`src/rtl/scream_pkg.sv`:
```
// Shared constants and the sprite register record for the sprite scheduler.
package scream_pkg;

    localparam int          NUM_SPRITES = 4;
    localparam int          SPRITE_W    = 32;
    localparam logic [11:0] BG_COLOR    = 12'hFFF;
    localparam int          H_FIELD     = 1279;
    localparam int          V_FIELD     = 1023;

    typedef struct packed {
        logic        en;
        logic [11:0] x;
        logic [10:0] y;
    } sprite_reg_t;

endpackage

```
`src/rtl/sprite_hit.sv`:
```
// Per-slot hit comparator and image-offset subtractor (combinational, stage S0).
module sprite_hit
    import scream_pkg::*;
#(
    parameter int SPRITE_W = 32
) (
    input  logic        en,
    input  logic [11:0] x,
    input  logic [10:0] y,
    input  logic [11:0] col,
    input  logic [10:0] row,
    output logic        hit,
    output logic [4:0]  off_x,
    output logic [4:0]  off_y
);

    logic [12:0] x_end;
    logic [11:0] y_end;
    logic        in_x;
    logic        in_y;
    logic        in_field;

    // One extra bit on the right/bottom edge so a sprite near the screen edge clips instead of wrapping.
    assign x_end    = {1'b0, x} + 13'(SPRITE_W);
    assign y_end    = {1'b0, y} + 12'(SPRITE_W);
    assign in_x     = (col >= x) && ({1'b0, col} < x_end);
    assign in_y     = (row >= y) && ({1'b0, row} < y_end);
    assign in_field = (int'(col) <= H_FIELD) && (int'(row) <= V_FIELD);

    assign hit   = en && in_x && in_y && in_field;
    assign off_x = 5'(col - x);
    assign off_y = 5'(row - y);

endmodule

```
`src/rtl/sprite_scheduler.sv`:
```
// Sprite overlay for a VGA pixel stream: double-buffered slot registers, priority hit, 3-cycle colour pipe.
module sprite_scheduler #(
    parameter int          NUM_SPRITES = scream_pkg::NUM_SPRITES,
    parameter int          SPRITE_W    = scream_pkg::SPRITE_W,
    parameter logic [11:0] BG_COLOR    = scream_pkg::BG_COLOR
) (
    input  logic        clock,
    input  logic        reset,
    input  logic [11:0] display_col,
    input  logic [10:0] display_row,
    input  logic        visible,
    input  logic        hsync_in,
    input  logic        vsync_in,
    input  logic        wr_valid,
    output logic        wr_ready,
    input  logic [1:0]  wr_idx,
    input  logic [11:0] wr_x,
    input  logic [10:0] wr_y,
    input  logic        wr_en,
    output logic [11:0] ram_addr,
    input  logic [11:0] ram_q,
    output logic [3:0]  red,
    output logic [3:0]  green,
    output logic [3:0]  blue,
    output logic        hsync,
    output logic        vsync
);
    import scream_pkg::*;

    logic                   frame_start;
    sprite_reg_t            shadow_q [NUM_SPRITES];
    sprite_reg_t            active_q [NUM_SPRITES];
    logic [NUM_SPRITES-1:0] hit;
    logic [4:0]             off_x [NUM_SPRITES];
    logic [4:0]             off_y [NUM_SPRITES];

    logic                   hit_any;
    logic [1:0]             winner;
    logic [4:0]             win_off_x;
    logic [4:0]             win_off_y;
    logic [11:0]            addr_s0;

    logic                   hit_s1, vis_s1;
    logic                   hit_s2, vis_s2;
    logic [11:0]            pix_q;
    logic [2:0]             hs_d, vs_d;

    assign frame_start = (display_col == 12'd0) && (display_row == 11'd0);
    assign wr_ready    = !reset && !frame_start;

    always_ff @(posedge clock or posedge reset) begin
        if (reset) begin
            for (int i = 0; i < NUM_SPRITES; i++) begin
                shadow_q[i] <= '0;
                active_q[i] <= '0;
            end
        end else begin
            if (frame_start) begin
                for (int i = 0; i < NUM_SPRITES; i++) begin
                    active_q[i] <= shadow_q[i];
                end
            end
            if (wr_valid && wr_ready) begin
                shadow_q[wr_idx] <= '{en: wr_en, x: wr_x, y: wr_y};
            end
        end
    end

    for (genvar g = 0; g < NUM_SPRITES; g++) begin : g_hit
        sprite_hit #(
            .SPRITE_W (SPRITE_W)
        ) u_hit (
            .en    (active_q[g].en),
            .x     (active_q[g].x),
            .y     (active_q[g].y),
            .col   (display_col),
            .row   (display_row),
            .hit   (hit[g]),
            .off_x (off_x[g]),
            .off_y (off_y[g])
        );
    end

    // Walk from the highest slot down so the lowest-index hit is the one left standing.
    always_comb begin
        hit_any   = 1'b0;
        winner    = 2'd0;
        win_off_x = 5'd0;
        win_off_y = 5'd0;
        for (int i = NUM_SPRITES - 1; i >= 0; i--) begin
            if (hit[i]) begin
                hit_any   = 1'b1;
                winner    = 2'(i);
                win_off_x = off_x[i];
                win_off_y = off_y[i];
            end
        end
        addr_s0 = hit_any ? {winner, win_off_x, win_off_y} : 12'd0;
    end

    always_ff @(posedge clock or posedge reset) begin
        if (reset) begin
            ram_addr <= '0;
            hit_s1   <= 1'b0;
            vis_s1   <= 1'b0;
            hit_s2   <= 1'b0;
            vis_s2   <= 1'b0;
            pix_q    <= '0;
            hs_d     <= '0;
            vs_d     <= '0;
        end else begin
            ram_addr <= addr_s0;
            hit_s1   <= hit_any;
            vis_s1   <= visible;
            hit_s2   <= hit_s1;
            vis_s2   <= vis_s1;
            hs_d     <= {hs_d[1:0], hsync_in};
            vs_d     <= {vs_d[1:0], vsync_in};
            // A zero texel is transparent to the background, never to a lower-priority sprite.
            if (!vis_s2) begin
                pix_q <= 12'd0;
            end else if (hit_s2 && (ram_q != 12'd0)) begin
                pix_q <= ram_q;
            end else begin
                pix_q <= BG_COLOR;
            end
        end
    end

    assign red   = pix_q[3:0];
    assign green = pix_q[7:4];
    assign blue  = pix_q[11:8];
    assign hsync = hs_d[2];
    assign vsync = vs_d[2];

endmodule

```
`config.mk`:
```
export PLATFORM = sky130hd
export DESIGN_NAME = sprite_scheduler
export DESIGN_NICKNAME = d
export VERILOG_FILES = /design/src/rtl/scream_pkg.sv /design/src/rtl/sprite_hit.sv /design/src/rtl/sprite_scheduler.sv
export SDC_FILE = /design/constraint.sdc
export NUM_CORES = 1
export LEC_CHECK = 0
export CORE_MARGIN = 2
export CORE_UTILIZATION = 49
export CTS_CLUSTER_SIZE = 10
export DETAILED_ROUTE_END_ITERATION = 6
export PLACE_DENSITY = 0.81
export SKIP_CTS_REPAIR_TIMING = 1
export SYNTH_ARGS = -nofsm -noshare
export SYNTH_HDL_FRONTEND = slang
export SYNTH_SLANG_ARGS = --single-unit
```
`constraint.sdc`:
```
create_clock -name clock -period 8.1 [get_ports clock]
set_input_delay 2.025 -clock clock [delete_from_list [all_inputs] [get_ports clock]]
set_output_delay 2.025 -clock clock [all_outputs]
set_load 0.01 [all_outputs]
```
==> qor.txt <==
Status: complete, but fails checks
Failing checks: DRC
IO buf count: 93
Worst hold path startpoint: vis_s1$_DFF_PP0_
Max-cap viol count: 0
Synth cell count leaders: dfrtp_1, ha_1, nand2_1, inv_1
# IOs: 94
Area taken by flip-flops and latches: 0.00566 mm^2
Main combinational cell family by area after synthesis: adder cells
TritonCTS Buffers: 27
Drt pass-1 iters: 7
FF-to-FF setup slack: 4.61 ns
Core area: 0.0262 mm^2
H-Tree Depth: 1
Sequential area share after synthesis: 43.0%
TritonCTS clock tree: yes
Synthesized flop and latch total: 226
Final hold slack: 0.344 ns
FFs w/ async S/R, synth: 100%
Internal power: 2010 uW
Final-stage net count: 1589
R2r startpoint: active_q[42]$_DFFE_PP0P_
Ys flop type: dfrtp_1
Pre-CTS setup slack: 1.68 ns
DR vias: 9889
WHS Endpoint: vis_s2$_DFF_PP0_
Ranking of synthesized cells by area: dfrtp_1, ha_1, mux2_2
Die footprint: 0.0282 mm^2
WP data arrival: 4.58 ns
Clk Latency, worst-skew pair: 0.54 ns
Die Width: 168 um
Cell Chain, Critical Path: clkdlybuf4s50_1 > nor4_1 > nand4_1 > nor2_4 > nor2_1 > clkdlybuf4s50_1
Slowest-stage cell, CP: nor4_1
Comb power frac: 11.4%
Hold depth: 0
Row cnt: 59
Hold Vio Cnt, Final: 0
Netlist cell types: 62
Max Fanout on Critical Path: 9
Chip height: 168 um
Syn Std Cell Area: 0.0132 mm^2
Diode count: 0
Dpl hpwl: 23700 um
Minimum clock period: 6.60 ns
Post-route setup slack: 1.50 ns
Worst Tran Pin Value: 0.849 ns
Worst reg2reg endpoint: ram_addr[6]$_DFF_PP0_
Flop pwr share: 48.9%
Vias per inst: 5.81
RSZ-0062 raised after global routing: no
Max_slew headroom: 41.9%
Critical path's most frequent cell: clkdlybuf4s50_1
Fin crit share: 81.5%
Yosys warning count: 0
Slew Limit Fails: 0
Pwr Density: 174 mW/mm^2
Vias in the first global route: 10100
Syn Inst Count: 1269
Final Skew: 0.0195 ns
FILL cells: 2162
Mux cell area share after synthesis: 9.24%
Switching part of the total power: 24.0%
Synth Area per Inst: 10.4 um^2
Clock power frac: 39.7%
Reg2Reg Depth: 13
CTS Buffer Depth: 3
Area grow syn2layout: 15.4%
Post-synthesis compound-gate area fraction: 13.8%
Pwr Total: 2650 uW
Most frequent cell after synthesis: dfrtp_1
Max VDD drop: 0.165 mV
Synth top area share: 43.0%
Lkg Pwr: 0.00722 uW
Synth Area in Adders: 15.7%
Setup crit start kind: input port
Largest net degree at the start of global routing: 181
Max incr delay on CP: 0.74 ns
DR iter-0 viols: 713
Psw: 637 uW
GPL Wtd Cong: 0.908
Final setup violation count: 0
CTS Sinks: 226
Initial core utilization: 50.2%
Total Routing Usage GR: 23.5%
Area of the multi-input gates: 0.00698 mm^2
Gr ovfl total: 0
Post-Route WL: 32300 um
Min-delay worst type: reg2reg
Initial antenna violation count: 0
CTS clk-pin slew, worst paths: 0.05 ns
Synth Net Count: 1496
Synth Area in Simple Gates: 10.4%
CTS Root Buffer Type: clkbuf_16
DRC errors left: 2
Worst Setup Path Type: in2out
Crit end category: primary output
Final ANT Viol Nets: 0
Number of enable flip-flop cells after synthesis: 0
Share of cells above drive strength 1: 11.5%
Max Clock Freq: 152 MHz
Setup_tns: 0 ns
WL per Instance: 19.0 um
CP required: 6.08 ns
Leading area contributor after synthesis: dfrtp_1
First-pass GRT wire length: 53300 um
XOR/XNOR Fraction of Synth Area: 3.73%
power groups by stage:
stage | logic, uW | clock network, uW | registers [uW]
5_1_grt | 335 | 1120 | 1310
6_report | 301 | 1050 | 1300
3_5_place_dp | 302 | 0 | 1320
4_1_cts | 304 | 1070 | 1300
2_1_floorplan | 192 | 0 | 1300
3_3_place_gp | 291 | 0 | 1310
how the worst max path moves through the flow:
stage,start,endpoint,cells after the start
4_1_cts,display_row[7],wr_ready,6
2_1_floorplan,reset,active_q[0]$_DFFE_PP0P_,1
3_3_place_gp,display_row[5],wr_ready,6
5_1_grt,display_row[7],wr_ready,6
3_5_place_dp,display_row[5],wr_ready,6
6_report,display_row[7],wr_ready,6
through the flow:
stage / util [%] / cell area [um^2] / instances
2_1_floorplan: - / 13200 / 1269
3_3_place_gp: 55.2 / 14500 / 1668
3_5_place_dp: 55.2 / 14500 / 1668
4_1_cts: 58.0 / 15200 / 1703
5_1_grt: 58.0 / 15200 / 1703
6_report: 58.0 / 15200 / 1703
cell usage in the layout (no fill, tap or decap), drive strengths merged, types with 6 or more instances in the layout:
master / synthesis / final
dfrtp: 226 / 226
ha: 152 / 152
nand2: 116 / 116
o21ai: 109 / 109
inv: 109 / 108
mux2: 108 / 108
clkdlybuf4s50: 0 / 93
a21oi: 61 / 61
nand3: 48 / 48
xnor2: 47 / 47
a21o: 34 / 34
clkbuf: 26 / 33
nor2: 31 / 31
o21a: 21 / 21
nor3: 17 / 17
nand4: 12 / 12
a31oi: 10 / 10
nor4: 9 / 9
xor2: 9 / 9
nand2b: 8 / 8
fa: 8 / 8
and3: 7 / 7
o22ai: 7 / 7
buf: 9 / 6
kinds of logic after synthesis:
group,Yosys count
AOI/OAI and AO/OA,293
xor gates and xnor gates,56
and+or+nand+nor,282
buffers and inverters,144
muxes,108
adders and majority gates,160
DFF,226
worst max-delay path: cells and delay by family:
kind | cells | cell delay [ns]
buffers and inverters | 2 | 1.15
AND/OR/NAND/NOR | 4 | 1.40
layout make-up:
type | count | area share, %
clock inverter | 2 | 0.0659
sequential | 226 | 37.2
inverter | 109 | 2.72
clock buffer | 33 | 4.73
timing repair buffer | 99 | 6.59
tap | 335 | 2.76
multi-input combinational | 899 | 45.9
sequential cells by signal, summed over array words and instances, names as in the netlist:
| signal | flops |
|---|---|
| active_q | 96 |
| hit_s1 | 1 |
| hit_s2 | 1 |
| hs_d | 3 |
| pix_q | 12 |
| ram_addr | 12 |
| shadow_q | 96 |
| vis_s1 | 1 |
| vis_s2 | 1 |
| vs_d | 3 |
layer usage:
layer / routed length, um / GRT usage, % / up-vias
met1: 14900 / 32.6 / 4848
met5: 0 / 0 / -
li1: - / - / 4692
met4: 848 / 6.50 / 0
met3: 1910 / 4.11 / 58
met2: 14700 / 38.0 / 291
Power figures use the tool's default switching activity.
